File: src/rtl/seq_mod_updown_counter_pkg.sv
// Shared types and default sizes for the modulus up/down counter family.
package seq_pkg;

    typedef enum logic {
        CNT_WRAP = 1'b0,
        CNT_SAT  = 1'b1
    } cnt_mode_e;

    localparam int SEQ_WIDTH_DEF  = 8;
    localparam int SEQ_STEP_W_DEF = 4;

endpackage

File: src/rtl/seq_cnt_next.sv
// Next-state arithmetic for the modulus counter: one enabled step from the
// current count, including out-of-range recovery and wrap/saturate handling.
module seq_cnt_next
    import seq_pkg::*;
#(
    parameter int WIDTH  = SEQ_WIDTH_DEF,
    parameter int STEP_W = SEQ_STEP_W_DEF
) (
    input  logic [WIDTH-1:0]  count,
    input  logic [STEP_W-1:0] step,
    input  logic              up,
    input  cnt_mode_e         mode,
    input  logic [WIDTH-1:0]  limit,
    output logic [WIDTH-1:0]  next_count,
    output logic              evt_next
);

    localparam logic [WIDTH:0] ONE_W = {{WIDTH{1'b0}}, 1'b1};

    logic [WIDTH:0] cnt_w_s;
    logic [WIDTH:0] step_w_s;
    logic [WIDTH:0] lim_w_s;
    logic [WIDTH:0] span_s;
    logic [WIDTH:0] sum_s;
    logic [WIDTH:0] wrap_up_s;
    logic [WIDTH:0] deficit_s;
    logic [WIDTH:0] wrap_dn_s;

    assign cnt_w_s   = {1'b0, count};
    assign step_w_s  = {{(WIDTH + 1 - STEP_W){1'b0}}, step};
    assign lim_w_s   = {1'b0, limit};
    assign span_s    = lim_w_s + ONE_W;  // modulus, fits because limit < 2**WIDTH
    assign sum_s     = cnt_w_s + step_w_s;
    assign wrap_up_s = sum_s - span_s;
    assign deficit_s = step_w_s - cnt_w_s;
    assign wrap_dn_s = span_s - deficit_s;

    // Select the stepped value; a single wrap is applied, larger overshoots clamp
    always_comb begin
        next_count = count;
        evt_next   = 1'b0;
        if (cnt_w_s > lim_w_s) begin
            evt_next   = 1'b1;
            next_count = (mode == CNT_SAT) ? limit : {WIDTH{1'b0}};
        end else if (up) begin
            if (sum_s <= lim_w_s) begin
                next_count = sum_s[WIDTH-1:0];
            end else begin
                evt_next = 1'b1;
                case (mode)
                    CNT_SAT:  next_count = limit;
                    CNT_WRAP: next_count = (wrap_up_s <= lim_w_s) ? wrap_up_s[WIDTH-1:0] : limit;
                    default:  next_count = limit;
                endcase
            end
        end else begin
            if (step_w_s <= cnt_w_s) begin
                next_count = count - step_w_s[WIDTH-1:0];
            end else begin
                evt_next = 1'b1;
                case (mode)
                    CNT_SAT:  next_count = {WIDTH{1'b0}};
                    CNT_WRAP: next_count = (deficit_s <= span_s) ? wrap_dn_s[WIDTH-1:0] : {WIDTH{1'b0}};
                    default:  next_count = {WIDTH{1'b0}};
                endcase
            end
        end
    end

endmodule

File: src/rtl/seq_mod_updown_counter.sv
// Programmable-modulus up/down counter with load, wrap/saturate mode and
// boundary event pulse plus sticky flag.
module seq_mod_updown_counter
    import seq_pkg::*;
#(
    parameter int WIDTH  = SEQ_WIDTH_DEF,
    parameter int STEP_W = SEQ_STEP_W_DEF
) (
    input  logic              clk,
    input  logic              rst,
    input  logic              en,
    input  logic              up,
    input  logic [STEP_W-1:0] step,
    input  logic              mode,
    input  logic [WIDTH-1:0]  limit,
    input  logic              load,
    input  logic [WIDTH-1:0]  load_val,
    input  logic              clr_evt,
    output logic [WIDTH-1:0]  count,
    output logic              evt,
    output logic              evt_sticky,
    output logic              at_max,
    output logic              at_min
);

    logic [WIDTH-1:0] count_r;
    logic             evt_r;
    logic             sticky_r;
    logic [WIDTH-1:0] step_count_s;
    logic             step_evt_s;
    logic [WIDTH-1:0] count_d_s;
    logic             evt_d_s;
    logic             sticky_d_s;

    seq_cnt_next #(
        .WIDTH  (WIDTH),
        .STEP_W (STEP_W)
    ) u_next (
        .count      (count_r),
        .step       (step),
        .up         (up),
        .mode       (cnt_mode_e'(mode)),
        .limit      (limit),
        .next_count (step_count_s),
        .evt_next   (step_evt_s)
    );

    // Load beats enable; a loaded value is clamped into the legal range
    always_comb begin
        count_d_s = count_r;
        evt_d_s   = 1'b0;
        if (load) begin
            count_d_s = (load_val > limit) ? limit : load_val;
            evt_d_s   = 1'b0;
        end else if (en) begin
            count_d_s = step_count_s;
            evt_d_s   = step_evt_s;
        end else begin
            count_d_s = count_r;
            evt_d_s   = 1'b0;
        end
        sticky_d_s = evt_d_s | (sticky_r & ~clr_evt);
    end

    // State registers with synchronous reset
    always_ff @(posedge clk) begin
        if (rst) begin
            count_r  <= {WIDTH{1'b0}};
            evt_r    <= 1'b0;
            sticky_r <= 1'b0;
        end else begin
            count_r  <= count_d_s;
            evt_r    <= evt_d_s;
            sticky_r <= sticky_d_s;
        end
    end

    assign count      = count_r;
    assign evt        = evt_r;
    assign evt_sticky = sticky_r;
    assign at_max     = (count_r == limit);
    assign at_min     = (count_r == {WIDTH{1'b0}});

endmodule

File: config.mk
export PLATFORM = sky130hd
export DESIGN_NAME = seq_mod_updown_counter
export DESIGN_NICKNAME = d
export VERILOG_FILES = /design/src/rtl/seq_mod_updown_counter_pkg.sv /design/src/rtl/seq_cnt_next.sv /design/src/rtl/seq_mod_updown_counter.sv
export SDC_FILE = /design/constraint.sdc
export NUM_CORES = 1
export LEC_CHECK = 0
export CAP_MARGIN = 40
export CORE_MARGIN = 2
export CORE_UTILIZATION = 40
export CTS_CLUSTER_DIAMETER = 80
export DETAILED_ROUTE_END_ITERATION = 8
export PLACE_DENSITY = 0.71
export REMOVE_ABC_BUFFERS = 1
export SLEW_MARGIN = 5
export SYNTH_ARGS = -nofsm -noshare
export SYNTH_HDL_FRONTEND = slang
export SYNTH_SLANG_ARGS = --single-unit
File: constraint.sdc
create_clock -name clk -period 5.3 [get_ports clk]
set_clock_uncertainty 0.2 [all_clocks]
set_input_delay 1.59 -clock clk [delete_from_list [all_inputs] [get_ports clk]]
set_output_delay 1.59 -clock clk [all_outputs]
set_load 0.01 [all_outputs]
==> out/metrics.yaml <==
clock_network:
  htree_levels: 1
  cts_buffers: 3
  cts_tree: "done"
  clockBufferDepth: 2
  cts.sink_count: 10
  clk_pin_slew_worst_paths_ns: 0.05
  clk_latency_ns: 0.24
  cts-root-buf: "clkbuf_8"
min_path:
  hp-class: "flop to flop"
logic_synthesis:
  netlist_area_um2: 3330
  synth_ff_type: "dfxtp_1"
  async_flop_share_pct: 0
  synth_top_area_share_pct: 25.5
  synthTopCellsByArea: "ha_1 (26%), dfxtp_1 (6.0%), xnor2_1 (5.5%)"
  syn_inst: 441
  ys_seq_area_share_pct: 6.01
  synth_seq_cells: 10
  synth_cell_type_count: 66
  synthTopCellsByCount: "ha_1 (68), inv_1 (43), nor2_1 (36)"
  yosys_warnings: 0
  synth_edf_count: 0
  syn_avg_cell_area_um2: 7.56
  synth_top_area_cell: "ha_1"
  yosysMostFrequentCell: "ha_1"
global_route:
  grt.total_usage_pct: 29.9
  first_global_vias: 4256
  grt_max_degree: 17
  grt_antenna_before_repair: 0
  grt_pass1_wl_mm: 21.0
  grt.overflow.total: 0
sta:
  max_freq_ghz: 0.181
  hold_slack_ns: 0.263
  min_period_ns: 5.53
  fin_crit_sh_pct: 104
  setup_viol_count_final: 8
  slew_viol_final: 0
  slew_headroom_pct: 46.5
  worst_pin_slew_ns: 0.801
  rsz0062_at_grt: "yes"
  worst_slack_ns: -0.227
  finalHoldViolations: 0
drt:
  avgViaCountPerCell: 6.20
  avgRoutedWirePerCell_um: 20.7
  drt_pass1_iterations: 6
  drcViolationCount: 0
  vias: 4326
  wl_mm: 14.5
  first_iter_violations: 344
  postRouteAntennaNets: 0
place:
  gp_congestion: 1.01
  placed_cell_area_um2: 4510
  dp_hpwl_mm: 10.0
  port_buffers: 38
  post-place-ws_ns: -0.934
floorplan:
  die_h_um: 95.3
  start_util_pct: 41.0
  ios: 39
  rows: 33
  die_w_um: 95.3
  core_um2: 8130
  dieArea_um2: 9080
finish:
  diodes: 0
  n_fill_cell: 639
  drive_gt1_share_pct: 35.8
  seqCellArea_um2: 200
  area_growth_syn_to_layout_pct: 56.2
  finalNetCount: 695
  multiInputGateArea_um2: 3300
  design_area_um2: 5200
power:
  power_density_nw_per_um2: 365
  ir_drop_v: 0.000187
  leakage_nw: 2.43
outcome:
  status: "finished, violations left"
  violations: "setup timing"
worst_setup_path:
  cp-end-kind: "flop"
  critPathSlowestCell: "xnor2_2"
  path_cells: "clkdlybuf4s15_1 -> inv_2 -> ha_4 -> buf_4 -> buf_6 -> nor2_1 -> nor2_1 -> xnor2_2 -> ha_4 -> o21a_1 -> nor2_1 -> xnor2_1 -> ha_1 -> nand4_1 -> buf_4 -> nor3_2 -> a21oi_2 -> a211oi_2 -> buf_4 -> mux2i_1 -> o221ai_1 -> o311a_1"
  slowest_delay_ns: 0.36
  cp.required_ns: 5.23
  worstPathArrival_ns: 5.46
  crit_path_start_kind: "input pin"
  crit_type: "input pin to flop"
  cp_max_fo: 10
job:
  drv_cap: 0
[final cells by class]
| cell class | count | area share [%] |
|---|---|---|
| timing repair buffer | 166 | 26.2 |
| sequential | 10 | 3.85 |
| tap | 105 | 2.52 |
| clock buffer | 3 | 0.793 |
| inverter | 43 | 3.20 |
| multi-input combinational | 371 | 63.4 |
[layer usage]
metal  wire [um]  vias to the layer above  part of all wire (%)  GRT usage [%]
met3        1220                      124                   8.4           2.61
met4        1280                        0                   8.9           22.2
met2        6810                      312                    47           50.4
li1            -                     1904                     -              -
met1        5160                     1986                    36           35.1
met5           0                        -                     0              0
[flip-flops by register name (all words and copies together) (netlist names)]
name        cells
evt_sticky      1
evt             1
count           8
[cells in the final DEF (no fill, tap or decap), drive strengths merged, types with 7 or more instances in the layout]
cell           instances
xor2                  14
clkdlybuf4s50         30
nand2                 17
a211oi                 8
nor2b                  8
buf                  130
nand4                  8
o21ai                 18
nor2                  36
inv                   43
nor3                  17
and2                   7
nand3                 15
a221oi                 7
mux2i                  8
ha                    68
dfxtp                 10
xnor2                 21
a21oi                 35
a21o                   8
[what timing repair did]
action                                  in CTS  in global routing
cloned                                       1                  0
endpoints found under the setup margin      11                 10
resized for setup                           65                 40
pin swaps                                   38                 27
hold buffers                                 0                  0
buffers inserted                            21                  6
[cells by family after synthesis]
group	synth area share (%)
multiplexers	2.40
AND/OR/NAND/NOR	22.0
adder cells (fa/ha/maj)	28.5
XOR/XNOR	9.20
buffers and inverters	7.36
flip-flops	6.01
AO/OA/AOI/OAI	24.5
[where the power goes]
group | switching [mW] | total, mW | internal (mW)
Combinational | 0.858 | 1.70 | 0.841
Sequential | 0.0335 | 0.120 | 0.0867
Clock | 0.0320 | 0.0819 | 0.0499
Total | 0.923 | 1.90 | 0.978
[stage by stage]
step,std cells,power [mW],TNS [ns],util [%]
4_1_cts,692,1.67,-0.00390,60.7
6_report,698,1.90,-1.46,64.0
5_1_grt,698,1.99,-2.27,64.0
2_1_floorplan,424,0.821,-3.26,-
3_3_place_gp,667,1.33,-6.57,55.5
3_5_place_dp,667,1.36,-7.92,55.5
[critical path: cells and delay by family]
| family | cells | cell delay (ns) |
|---|---|---|
| AO/OA/AOI/OAI | 5 | 0.69 |
| XOR/XNOR | 2 | 0.51 |
| adder cells (fa/ha/maj) | 3 | 0.85 |
| buffers and inverters | 6 | 0.95 |
| multiplexers | 1 | 0.19 |
| AND/OR/NAND/NOR | 5 | 0.67 |
[final timing paths]
check                              from               endpoint  slack (ns)  depth (start not counted)
setup / recovery                step[2]  count[4]$_SDFFE_PP0P_       -0.23                         22
setup reg to reg  count[1]$_SDFFE_PP0P_  count[4]$_SDFFE_PP0P_        0.56                         22
hold / removal    evt_sticky$_SDFF_PP0_  evt_sticky$_SDFF_PP0_        0.26                          1
hold reg to reg   evt_sticky$_SDFF_PP0_  evt_sticky$_SDFF_PP0_        0.26                          1
Power figures use the tool's default switching activity.
